[config.mk]
export PLATFORM = sky130hd
export DESIGN_NAME = decode_stage
export DESIGN_NICKNAME = d
export VERILOG_FILES = /design/src/rtl/decode_stage_pkg.sv /design/src/rtl/decode_stage_decode_comb.sv /design/src/rtl/decode_stage.sv
export SDC_FILE = /design/constraint.sdc
export NUM_CORES = 1
export LEC_CHECK = 0
export ABC_AREA = 1
export ABC_CLOCK_PERIOD_IN_PS = 1200
export BUFFER_PORTS_ARGS = -buffer_cell sky130_fd_sc_hd__clkbuf_2
export CORE_UTILIZATION = 40
export CTS_CLUSTER_SIZE = 28
export DETAILED_ROUTE_END_ITERATION = 10
export PLACE_DENSITY_LB_ADDON = 0.25
export SLEW_MARGIN = 20
export SYNTH_ARGS = -nofsm -noshare
export SYNTH_HDL_FRONTEND = slang
export SYNTH_SLANG_ARGS = --single-unit
export TNS_END_PERCENT = 1
[constraint.sdc]
create_clock -name clk -period 1.2 [get_ports clk]
set_input_delay 0.24 -clock clk [delete_from_list [all_inputs] [get_ports clk]]
set_output_delay 0.24 -clock clk [all_outputs]
set_load 0.01 [all_outputs]
[src/rtl/decode_stage_pkg.sv]
// Shared encodings for the decode stage: ALU/immediate/memory/result codes,
// opcodes, the held-control bundle and the stage FSM states.
package decode_stage_pkg;

    localparam logic [4:0] ALU_ADD    = 5'd0;
    localparam logic [4:0] ALU_SUB    = 5'd1;
    localparam logic [4:0] ALU_SLL    = 5'd2;
    localparam logic [4:0] ALU_SLT    = 5'd3;
    localparam logic [4:0] ALU_SLTU   = 5'd4;
    localparam logic [4:0] ALU_XOR    = 5'd5;
    localparam logic [4:0] ALU_SRL    = 5'd6;
    localparam logic [4:0] ALU_SRA    = 5'd7;
    localparam logic [4:0] ALU_OR     = 5'd8;
    localparam logic [4:0] ALU_AND    = 5'd9;
    localparam logic [4:0] ALU_LUI    = 5'd10;
    localparam logic [4:0] ALU_MUL    = 5'd16;
    localparam logic [4:0] ALU_MULH   = 5'd17;
    localparam logic [4:0] ALU_MULHSU = 5'd18;
    localparam logic [4:0] ALU_MULHU  = 5'd19;
    localparam logic [4:0] ALU_DIV    = 5'd20;
    localparam logic [4:0] ALU_DIVU   = 5'd21;
    localparam logic [4:0] ALU_REM    = 5'd22;
    localparam logic [4:0] ALU_REMU   = 5'd23;

    localparam logic [2:0] SIGN_EXTEND_I = 3'd0;
    localparam logic [2:0] SIGN_EXTEND_S = 3'd1;
    localparam logic [2:0] SIGN_EXTEND_B = 3'd2;
    localparam logic [2:0] SIGN_EXTEND_U = 3'd3;
    localparam logic [2:0] SIGN_EXTEND_J = 3'd4;

    // Memory access codes mirror the load/store funct3 field.
    localparam logic [2:0] MEM_B  = 3'd0;
    localparam logic [2:0] MEM_H  = 3'd1;
    localparam logic [2:0] MEM_W  = 3'd2;
    localparam logic [2:0] MEM_BU = 3'd4;
    localparam logic [2:0] MEM_HU = 3'd5;

    localparam logic [1:0] RESULT_ALU   = 2'd0;
    localparam logic [1:0] RESULT_MEM   = 2'd1;
    localparam logic [1:0] RESULT_PC4   = 2'd2;
    localparam logic [1:0] RESULT_PCIMM = 2'd3;

    localparam logic [6:0] OP_R      = 7'b0110011;
    localparam logic [6:0] OP_I      = 7'b0010011;
    localparam logic [6:0] OP_LOAD   = 7'b0000011;
    localparam logic [6:0] OP_STORE  = 7'b0100011;
    localparam logic [6:0] OP_BRANCH = 7'b1100011;
    localparam logic [6:0] OP_JAL    = 7'b1101111;
    localparam logic [6:0] OP_JALR   = 7'b1100111;
    localparam logic [6:0] OP_LUI    = 7'b0110111;
    localparam logic [6:0] OP_AUIPC  = 7'b0010111;

    localparam logic [6:0] F7_BASE = 7'h00;
    localparam logic [6:0] F7_ALT  = 7'h20;
    localparam logic [6:0] F7_MEXT = 7'h01;

    typedef enum logic [1:0] {
        ST_IDLE  = 2'd0,
        ST_VALID = 2'd1,
        ST_WAIT  = 2'd2
    } state_t;

    typedef struct packed {
        logic       reg_write;
        logic       alu_src;
        logic [4:0] alu_ctrl;
        logic [2:0] imm_src;
        logic       mem_write;
        logic [1:0] result_src;
        logic       branch;
        logic [2:0] mem_ctrl;
        logic       jump;
        logic       jalr_on;
        logic       illegal;
    } ctrl_t;

    localparam ctrl_t CTRL_DEFAULT = '{
        reg_write: 1'b0, alu_src: 1'b1, alu_ctrl: ALU_ADD, imm_src: SIGN_EXTEND_I,
        mem_write: 1'b0, result_src: RESULT_ALU, branch: 1'b0, mem_ctrl: MEM_W,
        jump: 1'b0, jalr_on: 1'b0, illegal: 1'b0
    };

    // Base-ISA ALU op selected by funct3 with the "normal" funct7 variant.
    function automatic logic [4:0] alu_base(input logic [2:0] f3);
        case (f3)
            3'd0:    alu_base = ALU_ADD;
            3'd1:    alu_base = ALU_SLL;
            3'd2:    alu_base = ALU_SLT;
            3'd3:    alu_base = ALU_SLTU;
            3'd4:    alu_base = ALU_XOR;
            3'd5:    alu_base = ALU_SRL;
            3'd6:    alu_base = ALU_OR;
            default: alu_base = ALU_AND;
        endcase
    endfunction

endpackage

[src/rtl/decode_stage_decode_comb.sv]
// Pure combinational RV32I (+ optional RV32M) instruction -> control decode.
module decode_comb
    import decode_stage_pkg::*;
#(
    parameter bit EN_MEXT = 1'b0
) (
    input  logic [31:0] instruction,
    output logic        reg_write,
    output logic        alu_src,
    output logic [4:0]  alu_ctrl,
    output logic [2:0]  imm_src,
    output logic        mem_write,
    output logic [1:0]  result_src,
    output logic        branch,
    output logic [2:0]  mem_ctrl,
    output logic        jump,
    output logic        jalr_on,
    output logic        is_mul,
    output logic        is_div,
    output logic        illegal
);

    logic [6:0] opcode;
    logic [2:0] funct3;
    logic [6:0] funct7;
    logic       unused_fields;

    assign opcode        = instruction[6:0];
    assign funct3        = instruction[14:12];
    assign funct7        = instruction[31:25];
    assign unused_fields = ^{instruction[24:15], instruction[11:7]};

    always_comb begin
        reg_write  = 1'b0;
        alu_src    = 1'b1;
        alu_ctrl   = ALU_ADD;
        imm_src    = SIGN_EXTEND_I;
        mem_write  = 1'b0;
        result_src = RESULT_ALU;
        branch     = 1'b0;
        mem_ctrl   = MEM_W;
        jump       = 1'b0;
        jalr_on    = 1'b0;
        is_mul     = 1'b0;
        is_div     = 1'b0;
        illegal    = 1'b0;

        case (opcode)
            OP_R: begin
                reg_write = 1'b1;
                alu_src   = 1'b0;
                if (EN_MEXT && funct7 == F7_MEXT) begin
                    case (funct3)
                        3'd0:    alu_ctrl = ALU_MUL;
                        3'd1:    alu_ctrl = ALU_MULH;
                        3'd2:    alu_ctrl = ALU_MULHSU;
                        3'd3:    alu_ctrl = ALU_MULHU;
                        3'd4:    alu_ctrl = ALU_DIV;
                        3'd5:    alu_ctrl = ALU_DIVU;
                        3'd6:    alu_ctrl = ALU_REM;
                        default: alu_ctrl = ALU_REMU;
                    endcase
                    is_mul = !funct3[2];
                    is_div = funct3[2];
                end else if (funct7 == F7_BASE) begin
                    alu_ctrl = alu_base(funct3);
                end else if (funct7 == F7_ALT && funct3 == 3'd0) begin
                    alu_ctrl = ALU_SUB;
                end else if (funct7 == F7_ALT && funct3 == 3'd5) begin
                    alu_ctrl = ALU_SRA;
                end else begin
                    illegal = 1'b1;
                end
            end
            OP_I: begin
                reg_write = 1'b1;
                alu_ctrl  = alu_base(funct3);
                // Shift-immediates reuse imm[11:5] as a funct7-like qualifier.
                if (funct3 == 3'd1 || funct3 == 3'd5) begin
                    if (funct7 != F7_BASE && funct7 != F7_ALT)
                        illegal = 1'b1;
                    else if (funct3 == 3'd5 && funct7 == F7_ALT)
                        alu_ctrl = ALU_SRA;
                end
            end
            OP_LOAD: begin
                reg_write  = 1'b1;
                result_src = RESULT_MEM;
                case (funct3)
                    3'd0:    mem_ctrl = MEM_B;
                    3'd1:    mem_ctrl = MEM_H;
                    3'd2:    mem_ctrl = MEM_W;
                    3'd4:    mem_ctrl = MEM_BU;
                    3'd5:    mem_ctrl = MEM_HU;
                    default: illegal  = 1'b1;
                endcase
            end
            OP_STORE: begin
                mem_write = 1'b1;
                imm_src   = SIGN_EXTEND_S;
                case (funct3)
                    3'd0:    mem_ctrl = MEM_B;
                    3'd1:    mem_ctrl = MEM_H;
                    3'd2:    mem_ctrl = MEM_W;
                    default: illegal  = 1'b1;
                endcase
            end
            OP_BRANCH: begin
                branch  = 1'b1;
                alu_src = 1'b0;
                imm_src = SIGN_EXTEND_B;
                case (funct3)
                    3'd0, 3'd1: alu_ctrl = ALU_SUB;
                    3'd4, 3'd5: alu_ctrl = ALU_SLT;
                    3'd6, 3'd7: alu_ctrl = ALU_SLTU;
                    default:    illegal  = 1'b1;
                endcase
            end
            OP_JAL: begin
                reg_write  = 1'b1;
                jump       = 1'b1;
                imm_src    = SIGN_EXTEND_J;
                result_src = RESULT_PC4;
            end
            OP_JALR: begin
                reg_write  = 1'b1;
                jump       = 1'b1;
                jalr_on    = 1'b1;
                result_src = RESULT_PC4;
                if (funct3 != 3'd0)
                    illegal = 1'b1;
            end
            OP_LUI: begin
                reg_write = 1'b1;
                imm_src   = SIGN_EXTEND_U;
                alu_ctrl  = ALU_LUI;
            end
            OP_AUIPC: begin
                reg_write  = 1'b1;
                imm_src    = SIGN_EXTEND_U;
                result_src = RESULT_PCIMM;
            end
            default: illegal = 1'b1;
        endcase

        // An undecodable word must not cause any side effect downstream.
        if (illegal) begin
            reg_write  = 1'b0;
            alu_src    = 1'b1;
            alu_ctrl   = ALU_ADD;
            imm_src    = SIGN_EXTEND_I;
            mem_write  = 1'b0;
            result_src = RESULT_ALU;
            branch     = 1'b0;
            mem_ctrl   = MEM_W;
            jump       = 1'b0;
            jalr_on    = 1'b0;
            is_mul     = 1'b0;
            is_div     = 1'b0;
        end
    end

endmodule

[src/rtl/decode_stage.sv]
// Decode stage: one-deep control register with valid/ready handshakes and a
// countdown that blocks issue after a multiply/divide leaves the stage.
module decode_stage
    import decode_stage_pkg::*;
#(
    parameter bit EN_MEXT = 1'b0,
    parameter int MUL_LAT = 2,
    parameter int DIV_LAT = 8
) (
    input  logic        clk,
    input  logic        rst_n,
    input  logic [31:0] instruction,
    input  logic        in_valid,
    output logic        in_ready,
    output logic        out_valid,
    input  logic        out_ready,
    input  logic        flush,
    output logic        RegWrite,
    output logic        ALUSrc,
    output logic [4:0]  ALUCtrl,
    output logic [2:0]  IMMSrc,
    output logic        MemWrite,
    output logic [1:0]  ResultSrc,
    output logic        branch,
    output logic [2:0]  MemCtrl,
    output logic        jump,
    output logic        JALROn,
    output logic        illegal,
    output logic        busy
);

    localparam logic [3:0] MUL_CNT = 4'(MUL_LAT - 1);
    localparam logic [3:0] DIV_CNT = 4'(DIV_LAT - 1);

    state_t     state, state_nx;
    logic [3:0] cnt, cnt_nx;
    ctrl_t      ctrl_q, ctrl_d;
    logic       held_m;
    logic [3:0] held_cnt;
    logic       accept;

    logic       d_rw, d_as, d_mw, d_br, d_jp, d_jr, d_mul, d_div, d_ill;
    logic [4:0] d_alu;
    logic [2:0] d_imm, d_mc;
    logic [1:0] d_rs;

    decode_comb #(.EN_MEXT(EN_MEXT)) u_dec (
        .instruction (instruction),
        .reg_write   (d_rw),
        .alu_src     (d_as),
        .alu_ctrl    (d_alu),
        .imm_src     (d_imm),
        .mem_write   (d_mw),
        .result_src  (d_rs),
        .branch      (d_br),
        .mem_ctrl    (d_mc),
        .jump        (d_jp),
        .jalr_on     (d_jr),
        .is_mul      (d_mul),
        .is_div      (d_div),
        .illegal     (d_ill)
    );

    assign ctrl_d = {d_rw, d_as, d_alu, d_imm, d_mw, d_rs, d_br, d_mc, d_jp, d_jr, d_ill};

    assign in_ready = rst_n && !flush &&
                      ((state == ST_IDLE) ||
                       (state == ST_VALID && out_ready && !held_m) ||
                       (state == ST_WAIT && cnt == 4'd0));
    assign accept   = in_valid && in_ready;

    always_comb begin
        state_nx = state;
        cnt_nx   = cnt;
        case (state)
            ST_IDLE: begin
                if (accept)
                    state_nx = ST_VALID;
            end
            ST_VALID: begin
                if (out_ready) begin
                    if (held_m) begin
                        state_nx = ST_WAIT;
                        cnt_nx   = held_cnt;
                    end else begin
                        state_nx = accept ? ST_VALID : ST_IDLE;
                    end
                end
            end
            ST_WAIT: begin
                // The last hold cycle already advertises ready, so a word
                // taken then goes straight to VALID.
                if (cnt == 4'd0)
                    state_nx = accept ? ST_VALID : ST_IDLE;
                else
                    cnt_nx = cnt - 4'd1;
            end
            default: state_nx = ST_IDLE;
        endcase
        if (flush) begin
            state_nx = ST_IDLE;
            cnt_nx   = 4'd0;
        end
    end

    always_ff @(posedge clk) begin
        if (!rst_n) begin
            state    <= ST_IDLE;
            cnt      <= 4'd0;
            ctrl_q   <= CTRL_DEFAULT;
            held_m   <= 1'b0;
            held_cnt <= 4'd0;
        end else begin
            state <= state_nx;
            cnt   <= cnt_nx;
            if (accept) begin
                ctrl_q   <= ctrl_d;
                held_m   <= d_mul || d_div;
                held_cnt <= d_div ? DIV_CNT : MUL_CNT;
            end
        end
    end

    assign out_valid = (state == ST_VALID);
    assign busy      = (state == ST_WAIT);
    assign RegWrite  = ctrl_q.reg_write;
    assign ALUSrc    = ctrl_q.alu_src;
    assign ALUCtrl   = ctrl_q.alu_ctrl;
    assign IMMSrc    = ctrl_q.imm_src;
    assign MemWrite  = ctrl_q.mem_write;
    assign ResultSrc = ctrl_q.result_src;
    assign branch    = ctrl_q.branch;
    assign MemCtrl   = ctrl_q.mem_ctrl;
    assign jump      = ctrl_q.jump;
    assign JALROn    = ctrl_q.jalr_on;
    assign illegal   = ctrl_q.illegal;

endmodule

## After elaboration in Yosys (flattened, before gate mapping)

Cells that the tools add are included.

| operators by class | value |
|---|---|
| $add $sub $neg | 1 |
| $mul | 0 |
| divide/modulo/power cells | 0 |
| order comparisons | 0 |
| equal/unequal tests | 24 |
| shift-type cells | 0 |
| muxes and demuxes | 47 |
| bitwise logic cells | 2 |
| reductions and logical operators | 33 |

Operators with widths:

| kind | count |
|---|---|
| $eq 7x6->1 const B | 4 |
| $pmux 4 s7 | 1 |
| $mux 5 | 5 |
| $pmux 3 s4 | 2 |
| $mux 1 | 22 |
| $eq 7x7->1 const B | 3 |
| $pmux 5 s4 | 1 |
| $eq 7x5->1 const B | 2 |
| $reduce_or 2->1 | 7 |
| $eq 3x3->1 const B | 4 |
| $mux 4 | 3 |
| $pmux 2 s3 | 2 |
| $mux 3 | 3 |
| $pmux 3 s3 | 1 |
| $logic_and 1x1->1 | 8 |
| $mux 2 | 4 |
| $eq 7x2->1 const B | 1 |
| $logic_not 7->1 | 1 |
| $ne 7x6->1 const B | 1 |
| $pmux 1 s7 | 1 |
| $reduce_bool 7->1 | 1 |
| $reduce_or 7->1 | 1 |
| $eq 3x2->1 const B | 2 |
| $pmux 3 s2 | 1 |
| 20 further kinds | 26 |

| storage, ports and cells | value |
|---|---|
| register bits | 26 |
| bits in latches | 0 |
| memory bits (writable) | 0 |
| ROM bits | 0 |
| input port bits | 37 |
| output and inout bits | 23 |
| logic and storage cells | 120 |
| memories kept | 0 |

## Logic depth before layout (Yosys ltp)

Gate-level depths: netlist of run 1.

| depth | value |
|---|---|
| word-level depth | 9 |
| depth in mapped cells | 11 |
| depth with buffers taken out | 11 |

## Cells and area by module

Synthesis of run 1 repeated with hierarchy kept, for this count alone.

| unflattened totals | value |
|---|---|
| cells, all modules | 331 |
| area total of the unflattened synthesis | 1,925.6 um^2 |

By module, submodules not included:

| module | instances | cells each | area each (um^2) | seq. area each (um^2) |
|---|---|---|---|---|
| decode_stage | 1 | 196 | 1,317.5 | 580.6 |
| decode_comb | 1 | 135 | 608.1 | 0.0 |

## Least setup slack after synthesis of run 1

No wires, ideal clock.

| timing | value |
|---|---|
| path type | input -> register |
| start point | in instruction[13] |
| end point | reg ctrl_q (netlist bit ALUCtrl[2]) |
| setup time | 0.132 ns |
| arrival | 1.161 ns |
| data required time | 1.068 ns |
| setup slack | -0.093 ns |
| cell stages on the path | 11 |
| path buffers | 2 |
| cells stage by stage | buf_4 -> inv_2 -> nand3_2 -> inv_1 -> o21ai_0 -> nand3_1 -> nand2_1 -> inv_2 -> buf_6 -> nand4_1 -> a21oi_1 |

| between the ends | value |
|---|---|
| longest elaborated chain between the ends | 7 |
| elaborated cells on any way between the ends | 37 |
| those cells by class | eq/ne: 7; mux: 19; reduce/logical: 11 |

RTL lines:

| element | RTL line | source |
|---|---|---|
| start, declared | decode_stage.sv:12 | `input logic [31:0] instruction,` |
| $eq 3x3->1 (tied with other cells) | decode_stage_pkg.sv:85, decode_stage_decode_comb.sv:112 |  |
| $pmux 4 s7 / $logic_and 1x1->1 (equally long branches) | decode_stage_pkg.sv:85, decode_stage_decode_comb.sv:69, decode_stage_decode_comb.sv:82 |  |
| $mux 4 (tied with other cells) | decode_stage_decode_comb.sv:82 | `else if (funct3 == 3'd5 && funct7 == F7_ALT)` |
| $mux 5 (tied with other cells) | decode_stage_decode_comb.sv:80 | `if (funct7 != F7_BASE && funct7 != F7_ALT)` |
| $mux 5 (tied with other cells) | decode_stage_decode_comb.sv:79 | `if (funct3 == 3'd1 \|\| funct3 == 3'd5) begin` |
| $pmux 5 s4 / $pmux 1 s7 (equally long branches) | decode_stage_decode_comb.sv:48 | `case (opcode)` |
| $mux 5 * | decode_stage_decode_comb.sv:147 | `if (illegal) begin` |
| end signal, assigned | decode_stage.sv:117 | `ctrl_q <= ctrl_d;` |
| end, declared | decode_stage.sv:37 | `ctrl_t ctrl_q, ctrl_d;` |

Mark *: on every way between the ends. The rest lies on a longest branch, timed or not.
A chain may end at the register's enable or synchronous reset.

## Final worst setup path of run 1

| timing | value |
|---|---|
| start point | reg state[0] |
| end point | out in_ready |

| between the ends | value |
|---|---|
| longest elaborated chain between the ends | 5 |
| elaborated cells on any way between the ends | 8 |
| those cells by class | eq/ne: 2; reduce/logical: 6 |

RTL lines:

| element | RTL line | source |
|---|---|---|
| start, declared | decode_stage.sv:35 | `state_t state, state_nx;` |
| start signal, assigned | decode_stage.sv:114 | `state <= state_nx;` |
| $eq 2x1->1 | decode_stage.sv:68 | `(state == ST_VALID && out_ready && !held_m) \|\|` |
| $logic_and 1x1->1 | decode_stage.sv:68 |  |
| $logic_or 1x1->1 | decode_stage.sv:67 | `((state == ST_IDLE) \|\|` |
| $logic_or 1x1->1 * | decode_stage.sv:68 |  |
| $logic_and 1x1->1 * | decode_stage.sv:66 | `assign in_ready = rst_n && !flush &&` |
| end, declared | decode_stage.sv:14 | `output logic in_ready,` |

Marks and branches as above.

==> metrics.txt, run 1 <==
# TYPE chip_impl_metric gauge
chip_impl_metric{name="hold_viol_final",unit=""} 0
chip_impl_info{name="status",value="finished with violations"} 1
chip_impl_info{name="failed_checks",value="setup timing"} 1
chip_impl_metric{name="timing.critical_path.slowest_cell_delay",unit="ns"} 0.35
chip_impl_metric{name="power.share.switching",unit="%"} 28.0
chip_impl_metric{name="placedCellCount",unit=""} 331
chip_impl_metric{name="synthesis.yosys.warnings",unit=""} 0
chip_impl_metric{name="worst-endpoint-required",unit="ns"} 0.96
chip_impl_metric{name="gpl.final_weighted_congestion",unit=""} 0.865
chip_impl_metric{name="wire_per_inst",unit="um"} 10.6
chip_impl_metric{name="die_ar",unit="um2"} 3850
chip_impl_metric{name="synth-seq-cells",unit=""} 20
chip_impl_info{name="final_common_cell",value="sky130_fd_sc_hd__nand2_1"} 1
chip_impl_metric{name="synth_area",unit="um2"} 1440
chip_impl_metric{name="grt_pass1_vias",unit=""} 1342
chip_impl_info{name="criticalPathCategory",value="reg -> out"} 1
chip_impl_metric{name="final.setup_skew",unit="ns"} 0.00406
chip_impl_metric{name="cts_hold_fix_bufs",unit=""} 0
chip_impl_metric{name="grt_max_degree",unit=""} 19
chip_impl_metric{name="remaining_antenna_violation_count_after_routing",unit=""} 0
chip_impl_info{name="tritoncts",value="built"} 1
chip_impl_metric{name="num_vias",unit=""} 1684
chip_impl_metric{name="drive_above_1_share",unit="%"} 43.4
chip_impl_info{name="root_buffer",value="sky130_fd_sc_hd__clkbuf_4"} 1
chip_impl_metric{name="static-leakage-power",unit="nW"} 1.09
chip_impl_metric{name="layout_min_cycle_time",unit="ns"} 1.22
chip_impl_info{name="worst_hold_path.endpoint",value="state[0]"} 1
chip_impl_metric{name="place_ws",unit="ns"} -0.373
chip_impl_info{name="layout_common_cells",value="sky130_fd_sc_hd__nand2_1, sky130_fd_sc_hd__clkbuf_2, sky130_fd_sc_hd__buf_4, sky130_fd_sc_hd__nor2_1, sky130_fd_sc_hd__nand3_1"} 1
chip_impl_metric{name="max_freq",unit="MHz"} 817
chip_impl_metric{name="fin_crit_sh",unit="%"} 102
chip_impl_info{name="cp_cell_sequence",value="inv_2 -> nor2_4 -> nor2_4 -> buf_2"} 1
chip_impl_metric{name="synth.yosys.seq_area_share",unit="%"} 27.7
chip_impl_metric{name="final_cell_count_no_fill",unit=""} 348
chip_impl_metric{name="power_frac_comb",unit="%"} 24.6
chip_impl_info{name="critPathSlowestCell",value="sky130_fd_sc_hd__dfxtp_2"} 1
chip_impl_metric{name="power_density",unit="nW/um2"} 656
chip_impl_metric{name="drv.max_cap_violation_count",unit=""} 0
chip_impl_metric{name="setup-violations-final",unit=""} 2
chip_impl_metric{name="cts-buffers-inserted",unit=""} 3
chip_impl_metric{name="io_pins",unit=""} 60
chip_impl_metric{name="clk-insertion-delay-late",unit="ns"} 0.30
chip_impl_info{name="worstReg2RegEnd",value="IMMSrc[0]"} 1
chip_impl_metric{name="flow.area_growth_from_synthesis",unit="%"} 48.2
chip_impl_metric{name="p_int",unit="W"} 0.00101
chip_impl_info{name="rsz0062_at_grt",value="yes"} 1
chip_impl_metric{name="route.detailed.vias_per_inst",unit=""} 4.84
chip_impl_metric{name="synth.distinct_cells",unit=""} 32
chip_impl_info{name="regToRegStartpoint",value="state[0]"} 1
chip_impl_info{name="cp-start-kind",value="flop"} 1
chip_impl_metric{name="fin_ws",unit="ns"} -0.0247
chip_impl_metric{name="reg2reg_slack",unit="ns"} 0.01
chip_impl_metric{name="syn_inst_count",unit=""} 223
chip_impl_metric{name="clk_pin_slew",unit="ns"} 0.11
chip_impl_metric{name="worst_ir_drop_vdd",unit="mV"} 0.492
chip_impl_info{name="min-delay-path-class",value="in -> reg"} 1
chip_impl_metric{name="initial_antenna_violation_count",unit=""} 0
chip_impl_metric{name="critical_path_arrival",unit="ns"} 0.98
chip_impl_metric{name="worst-path-max-fanout",unit=""} 2
chip_impl_metric{name="overflow",unit=""} 0
chip_impl_metric{name="violation_count_after_the_first_detailed_routing_iteration",unit=""} 68
chip_impl_metric{name="clk_path_buf_depth",unit=""} 2
chip_impl_metric{name="power.share.clock",unit="%"} 27.4
chip_impl_metric{name="port-buffer-count",unit=""} 42
chip_impl_metric{name="die_y",unit="um"} 62.1
chip_impl_metric{name="critPathBufInv",unit=""} 2
chip_impl_metric{name="avgSynthCellArea",unit="um2"} 6.47
chip_impl_metric{name="horizontal_extent_of_the_die",unit="um"} 62.1
chip_impl_metric{name="slew_viol_final",unit=""} 0
chip_impl_metric{name="r2r.worst_path.cells",unit=""} 8
chip_impl_metric{name="drc",unit=""} 0
chip_impl_metric{name="nNetsFinal",unit=""} 340
chip_impl_metric{name="tritoncts_num_sinks",unit=""} 20
chip_impl_metric{name="placeableCoreArea",unit="um2"} 3390
chip_impl_info{name="hold_start",value="in_valid"} 1
chip_impl_metric{name="groute.usage.overall",unit="%"} 19.1
chip_impl_info{name="path_common_cell",value="sky130_fd_sc_hd__nor2_4"} 1
chip_impl_metric{name="cts-htree-levels",unit=""} 1
chip_impl_metric{name="antenna_cells",unit=""} 0
chip_impl_metric{name="power_frac_seq",unit="%"} 48.0
chip_impl_metric{name="postRouteWirelength",unit="mm"} 3.68
chip_impl_info{name="path_delay_family",value="flip-flops"} 1
chip_impl_metric{name="holdPathStages",unit=""} 3
chip_impl_info{name="end_kind",value="output pin"} 1
chip_impl_metric{name="grt_first_pass_wirelength",unit="mm"} 5.55
chip_impl_metric{name="num_rows",unit=""} 21
chip_impl_metric{name="fill_cells",unit=""} 314
chip_impl_metric{name="net-switching-power",unit="W"} 0.000393
chip_impl_metric{name="first_pass_iters",unit=""} 4
chip_impl_metric{name="layout.core_utilization",unit="%"} 63.1
chip_impl_metric{name="dp_hpwl",unit="mm"} 2.77
chip_impl_metric{name="start_util",unit="%"} 42.6
-- power groups by stage --
| stage | Sequential (W) | Clock, W | Combinational [W] |
|---|---|---|---|
| finish | 0.000674 | 0.000385 | 0.000345 |
| global route | 0.000676 | 0.000421 | 0.000382 |
| CTS | 0.000673 | 0.000387 | 0.000306 |
| global placement | 0.000689 | 0 | 0.000298 |
| floorplan | 0.000692 | 0 | 0.000173 |
| detailed placement | 0.000689 | 0 | 0.000302 |
-- area by class of cell --
cell class | instances | area, um2 | area share (%)
timing repair buffer | 84 | 587 | 27.4
tap | 46 | 57.6 | 2.69
inverter | 24 | 100 | 4.68
sequential | 20 | 402 | 18.8
clock buffer | 4 | 36.3 | 1.70
multi-input combinational | 170 | 957 | 44.7
-- registers in the layout (all words and copies together), names as in the netlist --
register,flops
ResultSrc,2
MemCtrl,3
IMMSrc,3
ALUCtrl,4
jump,1
ALUSrc,1
JALROn,1
RegWrite,1
branch,1
illegal,1
MemWrite,1
state,1
-- cells in the mapped netlist --
library cell                number  share of area [%]
sky130_fd_sc_hd__nand2_1        52                 14
sky130_fd_sc_hd__nor2_1         30                7.8
sky130_fd_sc_hd__nand3_1        24                8.3
sky130_fd_sc_hd__dfxtp_1        20                 28
sky130_fd_sc_hd__a21oi_1        19                6.6
sky130_fd_sc_hd__inv_1          17                4.4
sky130_fd_sc_hd__nand4_1        11                4.8
sky130_fd_sc_hd__inv_2           6                1.6
sky130_fd_sc_hd__nand2_2         5                2.2
sky130_fd_sc_hd__buf_4           4                2.1
sky130_fd_sc_hd__nor2_2          4                1.7
sky130_fd_sc_hd__o21ai_0         4                1.4
sky130_fd_sc_hd__nand3_2         3                2.1
sky130_fd_sc_hd__buf_6           2                1.6
sky130_fd_sc_hd__clkbuf_1        2               0.52
sky130_fd_sc_hd__nand2_4         2                1.6
sky130_fd_sc_hd__nor2_8          2                2.8
sky130_fd_sc_hd__o211ai_1        2                1.0
sky130_fd_sc_hd__a2111oi_0       1               0.61
sky130_fd_sc_hd__a21o_1          1               0.52
sky130_fd_sc_hd__a31oi_2         1               0.87
sky130_fd_sc_hd__buf_2           1               0.35
sky130_fd_sc_hd__buf_8           1                1.0
sky130_fd_sc_hd__conb_1          1               0.26
sky130_fd_sc_hd__inv_4           1               0.43
sky130_fd_sc_hd__nand2b_1        1               0.43
sky130_fd_sc_hd__nand3b_1        1               0.52
sky130_fd_sc_hd__nor2_4          1               0.78
sky130_fd_sc_hd__nor3_1          1               0.35
sky130_fd_sc_hd__nor3_2          1               0.69
sky130_fd_sc_hd__nor3_4          1                1.1
sky130_fd_sc_hd__or2_2           1               0.43
-- per-stage QoR --
stage / cell area [um2] / total power (W) / TNS, ns / hold slack, ns
final: 2140 / 0.00140 / -0.0271 / 0.172
after global routing: 2140 / 0.00148 / -0.862 / 0.174
after CTS: 1960 / 0.00137 / -0.0232 / 0.177
after detailed placement: 1910 / 0.000991 / -4.58 / 0.455
after global placement: 1910 / 0.000987 / -4.28 / 0.449
after floorplan: 1510 / 0.000865 / -0.100 / 0.324
-- per-layer routing --
layer | global-route usage, % | share of wire (%) | vias up
met3 | 3.73 | 4.1 | 2
met5 | 0 | 0 | -
li1 | - | - | 884
met1 | 26.4 | 45 | 763
met2 | 31.9 | 51 | 35
met4 | 1.90 | 0.35 | 0
-- cells by family (layout without fill, tap and decap cells) --
family                 Yosys count  after routing  synth area share, %
and+or+nand+nor                140            140                 49.0
buffers and inverters           34            112                 12.0
AOI/OAI and AO/OA               28             28                 11.0
DFF                             20             20                 27.7
other                            1              2                0.260
-- worst register-to-register path: cells and delay by family (launching register included) --
kind	cells	cell delay [ns]
flip-flops	1	0.34
AND/OR/NAND/NOR	4	0.34
buffers and inverters	2	0.21
AO/OA/AOI/OAI	2	0.22
-- repair_timing --
item	CTS	global route
gates resized for setup	4	28
endpoints found under the hold margin	0	0
setup buffers	0	13
pin swaps	0	10
endpoints found under the setup margin	16	18
-- worst max path at each step --
stage | startpoint | end | slack, ns | cells past startpoint
3_3_place_gp | instruction[14] | MemCtrl[1] | -0.38 | 5
6_report | state[0] | in_ready | -0.02 | 4
5_1_grt | state[0] | in_ready | -0.10 | 4
3_5_place_dp | instruction[14] | MemCtrl[1] | -0.37 | 5
2_1_floorplan | instruction[1] | ALUCtrl[2] | -0.02 | 10
4_1_cts | state[0] | in_ready | -0.02 | 4
(Power assumes the default switching activity.)
==> run 2: changes to the inputs <==
CORE_ASPECT_RATIO = 0.6   (was unset)
SLEW_MARGIN = 15   (was 20)
==> run 2 against run 1 <==
The flow still finishes with violations (setup timing). Global-route usage up 2.3 points. Combinational power rose by 5.8%. Wire length is 11% higher. First-iteration DRC count up 49%. Total power grew 4.1%. Die area rose by 0.21%. Largest cell class unchanged.
==> metrics.txt, run 2 (same netlist as run 1, synthesis figures left out) <==
# TYPE chip_impl_metric gauge
chip_impl_metric{name="max_reg_flops",unit=""} 4
chip_impl_metric{name="placeableCoreArea",unit="um2"} 3340
chip_impl_metric{name="remaining_antenna_violation_count_after_routing",unit=""} 0
chip_impl_metric{name="worst-path-max-fanout",unit=""} 2
chip_impl_metric{name="setup-violations-final",unit=""} 20
chip_impl_metric{name="drc",unit=""} 0
chip_impl_metric{name="slew_viol_final",unit=""} 0
chip_impl_metric{name="power_density",unit="nW/um2"} 680
chip_impl_metric{name="num_rows",unit=""} 16
chip_impl_metric{name="postRouteWirelength",unit="mm"} 4.09
chip_impl_info{name="worstSetupStartpoint",value="state[0]"} 1
chip_impl_metric{name="fill_cells",unit=""} 312
chip_impl_info{name="end_kind",value="output pin"} 1
chip_impl_metric{name="final_cell_count_no_fill",unit=""} 345
chip_impl_metric{name="worst_ir_drop_vdd",unit="mV"} 0.623
chip_impl_info{name="critPathSlowestCell",value="sky130_fd_sc_hd__dfxtp_2"} 1
chip_impl_metric{name="grt_pass1_vias",unit=""} 1478
chip_impl_metric{name="wire_per_inst",unit="um"} 11.9
chip_impl_info{name="cp_cell_sequence",value="inv_2 -> nor2_4 -> nor2_2 -> buf_4 -> buf_6"} 1
chip_impl_info{name="cp-start-kind",value="flop"} 1
chip_impl_metric{name="power.share.clock",unit="%"} 28.9
chip_impl_metric{name="worst-path-stages",unit=""} 5
chip_impl_metric{name="cts_hold_fix_bufs",unit=""} 0
chip_impl_metric{name="groute.usage.overall",unit="%"} 21.5
chip_impl_metric{name="detailed_place.area",unit="um2"} 1940
chip_impl_metric{name="placedCellCount",unit=""} 334
chip_impl_metric{name="timing.critical_path.slowest_cell_delay",unit="ns"} 0.33
chip_impl_metric{name="io_pins",unit=""} 60
chip_impl_metric{name="die_ar",unit="um2"} 3860
chip_impl_metric{name="power_frac_seq",unit="%"} 46.2
chip_impl_metric{name="layout.core_utilization",unit="%"} 64.3
chip_impl_metric{name="clk_pin_slew",unit="ns"} 0.07
chip_impl_metric{name="net-switching-power",unit="W"} 0.000403
chip_impl_metric{name="horizontal_extent_of_the_die",unit="um"} 79.6
chip_impl_info{name="criticalPathCategory",value="reg -> out"} 1
chip_impl_metric{name="power_frac_comb",unit="%"} 25.0
chip_impl_metric{name="clk-insertion-delay-late",unit="ns"} 0.25
chip_impl_metric{name="max_freq",unit="MHz"} 755
chip_impl_metric{name="critPathBufInv",unit=""} 3
chip_impl_metric{name="cts-buffers-inserted",unit=""} 3
chip_impl_metric{name="die_y",unit="um"} 48.5
chip_impl_metric{name="route.detailed.vias_per_inst",unit=""} 4.97
chip_impl_metric{name="hold_viol_final",unit=""} 0
chip_impl_metric{name="multi_input_combinational_cell_area",unit="um2"} 963
chip_impl_info{name="status",value="finished with violations"} 1
chip_impl_metric{name="first_pass_iters",unit=""} 4
chip_impl_metric{name="num_vias",unit=""} 1715
chip_impl_info{name="root_buffer",value="sky130_fd_sc_hd__clkbuf_8"} 1
chip_impl_info{name="tritoncts",value="built"} 1
chip_impl_metric{name="dp_hpwl",unit="mm"} 3.02
chip_impl_metric{name="critical_path_arrival",unit="ns"} 1.09
chip_impl_metric{name="port-buffer-count",unit=""} 42
chip_impl_metric{name="worst-endpoint-required",unit="ns"} 0.96
chip_impl_metric{name="initial_antenna_violation_count",unit=""} 0
chip_impl_metric{name="final.setup_skew",unit="ns"} 0.00853
chip_impl_metric{name="violation_count_after_the_first_detailed_routing_iteration",unit=""} 101
chip_impl_metric{name="reg2reg_slack",unit="ns"} -0.07
chip_impl_metric{name="grt_first_pass_wirelength",unit="mm"} 6.58
chip_impl_metric{name="final.hold.worst_slack",unit="ns"} 0.285
chip_impl_metric{name="overflow",unit=""} 0
chip_impl_metric{name="grt_max_degree",unit=""} 19
chip_impl_metric{name="p_int",unit="W"} 0.00106
chip_impl_metric{name="drive_above_1_share",unit="%"} 43.7
chip_impl_info{name="path_delay_family",value="flip-flops"} 1
chip_impl_info{name="min-delay-path-class",value="in -> reg"} 1
chip_impl_metric{name="antenna_cells",unit=""} 0
chip_impl_metric{name="gpl.final_weighted_congestion",unit=""} 0.848
chip_impl_info{name="worstReg2RegEnd",value="IMMSrc[0]"} 1
chip_impl_info{name="final_common_cell",value="sky130_fd_sc_hd__nand2_1"} 1
chip_impl_metric{name="tritoncts_num_sinks",unit=""} 20
chip_impl_metric{name="r2r.worst_path.cells",unit=""} 8
chip_impl_metric{name="seqCellArea",unit="um2"} 402
chip_impl_info{name="failed_checks",value="setup timing"} 1
chip_impl_metric{name="clk_path_buf_depth",unit=""} 2
chip_impl_info{name="regToRegStartpoint",value="state[0]"} 1
chip_impl_metric{name="flow.area_growth_from_synthesis",unit="%"} 49.0
chip_impl_metric{name="setup-tns-final",unit="ns"} -0.768
chip_impl_info{name="rsz0062_at_grt",value="yes"} 1
chip_impl_metric{name="post-route-cell-area",unit="um2"} 2150
chip_impl_metric{name="fin_ws",unit="ns"} -0.125
chip_impl_info{name="layout_common_cells",value="sky130_fd_sc_hd__nand2_1, sky130_fd_sc_hd__clkbuf_2, sky130_fd_sc_hd__buf_4, sky130_fd_sc_hd__nor2_1, sky130_fd_sc_hd__nand3_1"} 1
chip_impl_metric{name="static-leakage-power",unit="nW"} 1.08
chip_impl_metric{name="drv.max_cap_violation_count",unit=""} 0
chip_impl_metric{name="cts-htree-levels",unit=""} 1
chip_impl_metric{name="power.share.switching",unit="%"} 27.6
chip_impl_info{name="worstSetupEndpoint",value="in_ready"} 1
chip_impl_metric{name="start_util",unit="%"} 43.2
chip_impl_metric{name="nNetsFinal",unit=""} 339
chip_impl_metric{name="layout_min_cycle_time",unit="ns"} 1.33
chip_impl_metric{name="fin_crit_sh",unit="%"} 110
==> run 2: area by class of cell <==
class	count	area share, %
repair buffers	83	27.2
inverters	24	4.77
flip-flops and latches	20	18.7
multi-input cells	170	44.8
clock buffers	3	1.92
well taps	45	2.62
==> run 2: routing by layer <==
metal	wire (um)	part of all wire (%)	GRT usage, %	vias up
met5	0	0	0	-
met4	17	0.42	2.73	0
met3	193	4.7	5.09	2
met2	1800	44	32.2	41
met1	2080	51	31.6	785
li1	-	-	-	887
==> run 2: worst min-delay path by stage <==
stage | from | endpoint | cells past startpoint | slack (ns)
after CTS | in_valid | state[0] | 3 | 0.26
after detailed placement | MemCtrl[2] | MemCtrl[2] | 2 | 0.46
after global placement | MemWrite | MemWrite | 2 | 0.45
final | in_valid | state[0] | 3 | 0.29
after global routing | in_valid | state[0] | 3 | 0.26
after floorplan | rst_n | ALUSrc | 1 | 0.32
==> run 2: worst reg2reg max path, cell delays in order (launching register included) <==
cell                      delay (ns)
sky130_fd_sc_hd__dfxtp_2        0.33
sky130_fd_sc_hd__inv_2          0.06
sky130_fd_sc_hd__nor2_4         0.04
sky130_fd_sc_hd__nor2_2         0.16
sky130_fd_sc_hd__nand2_2        0.11
sky130_fd_sc_hd__buf_6          0.16
sky130_fd_sc_hd__a21oi_1        0.12
sky130_fd_sc_hd__nand3_1        0.09
sky130_fd_sc_hd__a21oi_1        0.12
==> run 2: what timing repair did <==
item                       in CTS  in global routing
pin swaps                       1                 15
setup endpoints to repair      16                 20
buffers inserted                0                  8
resized for setup               6                 37
==> run 2: per-stage QoR <==
stage / worst slack, ns / total power [W]
2_1_floorplan: -0.0177 / 0.000865
3_3_place_gp: -0.352 / 0.000994
3_5_place_dp: -0.324 / 0.000998
4_1_cts: -0.0779 / 0.00141
5_1_grt: -0.161 / 0.00154
6_report: -0.125 / 0.00146
==> run 2: power groups by stage <==
stage | clock network [W] | logic, W | registers [W]
after floorplan | 0 | 0.000173 | 0.000692
after global placement | 0 | 0.000305 | 0.000689
after detailed placement | 0 | 0.000309 | 0.000689
after CTS | 0.000423 | 0.000313 | 0.000674
after global routing | 0.000464 | 0.000398 | 0.000675
final | 0.000422 | 0.000365 | 0.000675
